## src/rtl/bcd_digit_adj.sv

```systemverilog
`default_nettype none
// ============================================================================
// Module      : bcd_digit_adj
// Description : Double-dabble digit correction; adds 3 to a BCD digit >= 5.
// Revision    : 1.0 - initial release
// ============================================================================
module bcd_digit_adj (
    input  logic [3:0] i_digit,
    output logic [3:0] o_digit
);

    assign o_digit = (i_digit >= 4'd5) ? (i_digit + 4'd3) : i_digit;

endmodule
`default_nettype wire

```

## src/rtl/bin2bcd_seq.sv

```systemverilog
`default_nettype none
// ============================================================================
// Module      : bin2bcd_seq
// Description : Iterative shift-and-add-3 binary-to-BCD converter, one bit
//               per clock, with valid/ready handshakes on input and output.
// Revision    : 1.0 - initial release
// ============================================================================
module bin2bcd_seq #(
    parameter int DECLEN = 9,
    parameter int BINLEN = 30
) (
    input  logic                  clk,
    input  logic                  rst_n,
    input  logic                  in_valid,
    output logic                  in_ready,
    input  logic [BINLEN-1:0]     BIN,
    output logic                  out_valid,
    input  logic                  out_ready,
    output logic [DECLEN*4-1:0]   BCD,
    output logic                  ovf
);

    localparam int C_BW = DECLEN * 4;
    localparam int C_CW = $clog2(BINLEN + 1);

    localparam logic [1:0] S_IDLE  = 2'd0;
    localparam logic [1:0] S_SHIFT = 2'd1;
    localparam logic [1:0] S_DONE  = 2'd2;

    logic [1:0]         r_state;
    logic [BINLEN-1:0]  r_bin;
    logic [C_BW-1:0]    r_bcd;
    logic               r_ovf;
    logic [C_CW-1:0]    r_cnt;
    logic               r_in_ready;
    logic               r_out_valid;

    logic [C_BW-1:0]        w_adj;
    logic [C_BW+BINLEN:0]   w_shift;
    logic [C_BW-1:0]        w_bcd_nxt;
    logic [BINLEN-1:0]      w_bin_nxt;
    logic                   w_carry;

    generate
        for (genvar gi = 0; gi < DECLEN; gi++) begin : g_digit
            bcd_digit_adj u_adj (
                .i_digit (r_bcd[gi*4 +: 4]),
                .o_digit (w_adj[gi*4 +: 4])
            );
        end
    endgenerate

    // Built as one wide word so BINLEN=1 needs no zero-width slices; the
    // top bit is the carry out of the most significant digit.
    assign w_shift   = {w_adj, r_bin, 1'b0};
    assign w_bin_nxt = w_shift[BINLEN-1:0];
    assign w_bcd_nxt = w_shift[BINLEN +: C_BW];
    assign w_carry   = w_shift[C_BW+BINLEN];

    always_ff @(posedge clk or negedge rst_n) begin
        if (!rst_n) begin
            r_state     <= S_IDLE;
            r_bin       <= '0;
            r_bcd       <= '0;
            r_ovf       <= 1'b0;
            r_cnt       <= '0;
            r_in_ready  <= 1'b1;
            r_out_valid <= 1'b0;
        end else begin
            case (r_state)
                S_IDLE: begin
                    if (in_valid && r_in_ready) begin
                        r_bin      <= BIN;
                        r_bcd      <= '0;
                        r_ovf      <= 1'b0;
                        r_cnt      <= C_CW'(BINLEN);
                        r_in_ready <= 1'b0;
                        r_state    <= S_SHIFT;
                    end
                end
                S_SHIFT: begin
                    r_bin <= w_bin_nxt;
                    r_bcd <= w_bcd_nxt;
                    r_ovf <= r_ovf | w_carry;
                    r_cnt <= r_cnt - C_CW'(1);
                    if (r_cnt == C_CW'(1)) begin
                        r_out_valid <= 1'b1;
                        r_state     <= S_DONE;
                    end
                end
                S_DONE: begin
                    // No bypass: in_ready only returns once the result has left.
                    if (out_ready) begin
                        r_out_valid <= 1'b0;
                        r_in_ready  <= 1'b1;
                        r_state     <= S_IDLE;
                    end
                end
                default: begin
                    r_out_valid <= 1'b0;
                    r_in_ready  <= 1'b1;
                    r_state     <= S_IDLE;
                end
            endcase
        end
    end

    assign in_ready  = r_in_ready;
    assign out_valid = r_out_valid;
    assign BCD       = r_bcd;
    assign ovf       = r_ovf;

endmodule
`default_nettype wire

```

## config.mk

```make
export PLATFORM = sky130hd
export DESIGN_NAME = bin2bcd_seq
export DESIGN_NICKNAME = d
export VERILOG_FILES = /design/src/rtl/bcd_digit_adj.sv /design/src/rtl/bin2bcd_seq.sv
export SDC_FILE = /design/constraint.sdc
export NUM_CORES = 1
export LEC_CHECK = 0
export ABC_AREA = 1
export CAP_MARGIN = 5
export CORE_AREA = 8 8 107 109
export CTS_BUF_LIST = sky130_fd_sc_hd__clkbuf_8
export CTS_CLUSTER_SIZE = 24
export DETAILED_ROUTE_END_ITERATION = 8
export DIE_AREA = 0 0 115 117
export PLACE_DENSITY = 0.72
export SKIP_LAST_GASP = 1
export SYNTH_ARGS = -nofsm -noshare
export SYNTH_HDL_FRONTEND = slang
export SYNTH_HIERARCHICAL = 1
export SYNTH_SLANG_ARGS = --single-unit
```

## constraint.sdc

```tcl
create_clock -name clk -period 2.9 [get_ports clk]
set_clock_uncertainty 0.2 [all_clocks]
set_input_delay 0.58 -clock clk [delete_from_list [all_inputs] [get_ports clk]]
set_output_delay 0.58 -clock clk [all_outputs]
set_load 0.005 [all_outputs]
```

==> summary.md <==
| Metric | Value |
|---|---|
| Status | `finished clean` |
| Number of buffers and inverters on the critical path | `1` |
| Cell variety after synth | `25` |
| Input/output buffers | `slightly above 70` |
| Share of final-layout standard cells stronger than drive strength 1 | `0.120` |
| Category of the worst setup path capture point | `primary output` |
| Leading register cell type out of synthesis | `sky130_fd_sc_hd__dfrtp_1` |
| Aggregate routed wire length | `9590 um` |
| Hold Vio Cnt, Final | `0` |
| Post-route worst hold slack | `approximately 0.077 ns` |
| Commonest cells in the synthesized netlist | `sky130_fd_sc_hd__nand2_1, sky130_fd_sc_hd__dfrtp_1, sky130_fd_sc_hd__o21ai_0` |
| VDD IR max | `roughly 0.41 mV` |
| Highest fanout seen on the critical path | `4` |
| Slew Viols, Final | `0` |
| Highest clock rate | `456 MHz` |
| Core Util, Final | `0.565` |
| Starting density of the core | `0.459` |
| Remaining antenna violation count after routing | `0` |
| Number of global-route vias before repair | `3871` |
| Biggest area consumer among synthesized cells | `sky130_fd_sc_hd__dfrtp_1` |
| Initial antenna violation count | `0` |
| Data required time of the critical path | `around 2.1 ns` |
| Post-synth design cell area | `around 4500 um^2` |
| Setup repair after global routing missed its margin | `false` |
| Placer congestion estimate | `slightly above 0.8` |
| CTS Buf Count | `9` |
| Max Buffers Root-to-Sink | `2` |
| Total Neg Setup Slack | `0 ns` |
| Synthesis-stage register bit count | `between 70 and 80` |
| FF/Latch Area | `about 1900 um^2` |
| Hold WC Path Type | `input pin to async pin` |
| Slew margin rel. | `0.555` |
| Cell area after placement | `roughly 5400 um^2` |
| Largest net degree at the start of global routing | `between 50 and 60` |
| Worst Tran Pin Value | `0.668 ns` |
| Type of the setup path with the least slack | `flop to primary output` |
| Count leader, synth | `sky130_fd_sc_hd__nand2_1` |
| Avg Synthesized Cell Area | `7.42 um^2` |
| Global-route total usage across every layer | `0.151` |
| Cells along the critical path | `clkdlybuf4s50_1` |
| Initial DRC Count | `225` |
| Wire length per cell after detailed routing | `between 10 and 15 um` |
| Data arrival time of the critical path | `about 1.4 ns` |
| Combined area of the multi-input logic cells | `between 2000 and 2500 um^2` |
| First-pass GRT wire length | `about 17000 um` |
| Critical-path top delay cell | `sky130_fd_sc_hd__dfstp_2` |
| Part of the Yosys area used for sequential elements | `0.419` |
| CTS Sinks | `between 70 and 80` |
| Part of the cycle the worst path needs | `0.755` |
| Worst slack at placement | `0.549 ns` |
| TritonCTS clock tree | `yes` |
| Global route overflow | `0` |
| Number of instances in the synthesized netlist | `612` |
| Pwr per Cell Area | `roughly 1200 nW/um^2` |
| Share of the synthesized area in the top cell type | `0.413` |
| Clock edge transition at the registers on the reported setup and hold paths | `~0.080 ns` |
| IO Pins | `73` |
| Total half-perimeter wirelength after legalization and detailed placement | `6980 um` |
| Area of the die | `between 10000 and 15000 um^2` |
| Standard-cell row count | `37` |
| Gate family responsible for the most delay along the worst path | `flip-flops` |
| Post-CTS repair timing setup buffer count | `0` |
| EDFF count, synth | `0` |
| DR DRC count | `0` |
| Number of nets in the synthesized netlist | `~670` |
| Core region area | `slightly below 10000 um^2` |
| Final worst path period need | `2.19 ns` |
| Async set-reset flop share out of synthesis | `1.00` |
| Filler cell count in the final layout | `around 950` |
| Max stage delay on crit path | `0.57 ns` |
| Crit start category | `flop` |
| Clock latency of the later-clocked register in the worst-skew pair | `approximately 0.34 ns` |
| Die Span X | `between 100 and 150 um` |
| Crit path setup slack, layout | `slightly above 0.7 ns` |
| Vias after detailed routing | `a little under 4k` |
| Final design instance area without fill | `5600 um^2` |
| Total Nets Final | `~730` |
| Leading post-synthesis cells by cell area | `sky130_fd_sc_hd__dfrtp_1, sky130_fd_sc_hd__nand2_1, sky130_fd_sc_hd__o21ai_0, sky130_fd_sc_hd__inv_1, sky130_fd_sc_hd__ha_1` |
| Finish-stage setup viols | `0` |
| Via-per-instance ratio | `between 4 and 5` |
| Number of buffers added to fix hold violations after cts | `0` |
| Resized cells post-CTS | `0` |
| DIE HEIGHT | `117 um` |
| Total inserted antenna cells | `0` |
| Number of maximum-capacitance constraint violations | `0` |
| Area delta synth->final | `23.2%` |
| Static Leakage | `2.72 nW` |
| Number of H-tree levels | `3` |
| Length of the first detailed-routing pass in iterations | `4` |
| Yosys Warn Count | `6` |
| Clk root buf | `sky130_fd_sc_hd__clkbuf_8` |
stage by stage:
| step | std cells | power (mW) |
|---|---|---|
| global route | 820 | 7.15 |
| finish | 820 | 6.50 |
| floorplan | 612 | 4.54 |
| detailed placement | 804 | 5.55 |
| CTS | 820 | 6.57 |
| global placement | 804 | 5.41 |
state kept, by name (all words and copies together) (netlist names):
signal,cells
BCD,36
in_ready,1
out_valid,1
ovf,1
r_bin,30
r_cnt,5
r_state,2
cells in the final DEF (no fill, tap or decap), types with 2 or more instances in the layout:
master                            instances
sky130_fd_sc_hd__ha_1                    20
sky130_fd_sc_hd__nand3_1                 16
sky130_fd_sc_hd__a21oi_2                  9
sky130_fd_sc_hd__clkbuf_8                10
sky130_fd_sc_hd__o21ai_2                  9
sky130_fd_sc_hd__bufinv_16                3
sky130_fd_sc_hd__inv_2                   12
sky130_fd_sc_hd__dfrtp_1                 75
sky130_fd_sc_hd__o21ai_0                 75
sky130_fd_sc_hd__inv_1                   67
sky130_fd_sc_hd__nand2_1                235
sky130_fd_sc_hd__nand2_2                  9
sky130_fd_sc_hd__nor2_4                  18
sky130_fd_sc_hd__clkdlybuf4s50_1         71
sky130_fd_sc_hd__nor2_1                  30
sky130_fd_sc_hd__a21oi_1                  2
sky130_fd_sc_hd__o21ai_1                  7
sky130_fd_sc_hd__nand4_1                  2
sky130_fd_sc_hd__nand2_4                  2
sky130_fd_sc_hd__buf_4                    4
layer usage:
metal | share of wire | up-vias | global-route usage | wire length [um]
li1 | - | 2021 | - | -
met1 | 0.46 | 1815 | 0.178 | 4430
met2 | 0.48 | 70 | 0.265 | 4620
met3 | 0.048 | 8 | 0.0385 | 464
met4 | 0.0083 | 0 | 0.0482 | 80
met5 | 0 | - | 0 | 0
path summary, 6_finish.rpt:
| check | endpoint | slack (ns) | cells past startpoint | start |
|---|---|---|---|---|
| min in group clk | out_valid$_DFFE_PN0P_ | 0.32 | 2 | out_valid$_DFFE_PN0P_ |
| min | BCD[18]$_DFFE_PN0P_ | 0.08 | 1 | rst_n |
| max reg2reg | r_cnt[4]$_DFFE_PN0P_ | 1.05 | 5 | r_state[0]$_DFFE_PN0P_ |
| max | in_ready | 0.71 | 1 | in_ready$_DFFE_PN1P_ |
| min reg2reg | out_valid$_DFFE_PN0P_ | 0.32 | 2 | out_valid$_DFFE_PN0P_ |
| max in group asynchronous | r_bin[27]$_DFFE_PN0P_ | 1.85 | 2 | rst_n |
worst reg2reg max path: stages (launching register included):
cell and delay [ns]:
sky130_fd_sc_hd__dfrtp_1 0.42, sky130_fd_sc_hd__nand2_4 0.20, sky130_fd_sc_hd__nand2_4 0.22, sky130_fd_sc_hd__inv_2 0.53, sky130_fd_sc_hd__nand2_1 0.13, sky130_fd_sc_hd__nand2_1 0.09
area by class of cell:
type | instances | area share
multi-input cells | 437 | 0.396
flip-flops and latches | 76 | 0.340
repair buffers | 76 | 0.136
inverters | 79 | 0.0530
well taps | 136 | 0.0304
clock buffers | 10 | 0.0246
clock inverters | 6 | 0.0199
where the power goes:
part | total (mW) | internal, mW | switching [mW]
clock network | 0.985 | 0.595 | 0.390
registers | 2.02 | 1.57 | 0.449
logic | 3.49 | 1.47 | 2.02
total | 6.50 | 3.63 | 2.86
logic make-up (layout without fill, tap and decap cells):
family | Yosys count | count (layout) | synth area share
simple gates | 314 | 314 | 0.305
compound gates | 103 | 103 | 0.129
buf+inv | 99 | 171 | 0.0925
flops | 76 | 76 | 0.419
fa+ha+maj | 20 | 20 | 0.0551
Note: power is estimated with default switching activity, not from simulation.
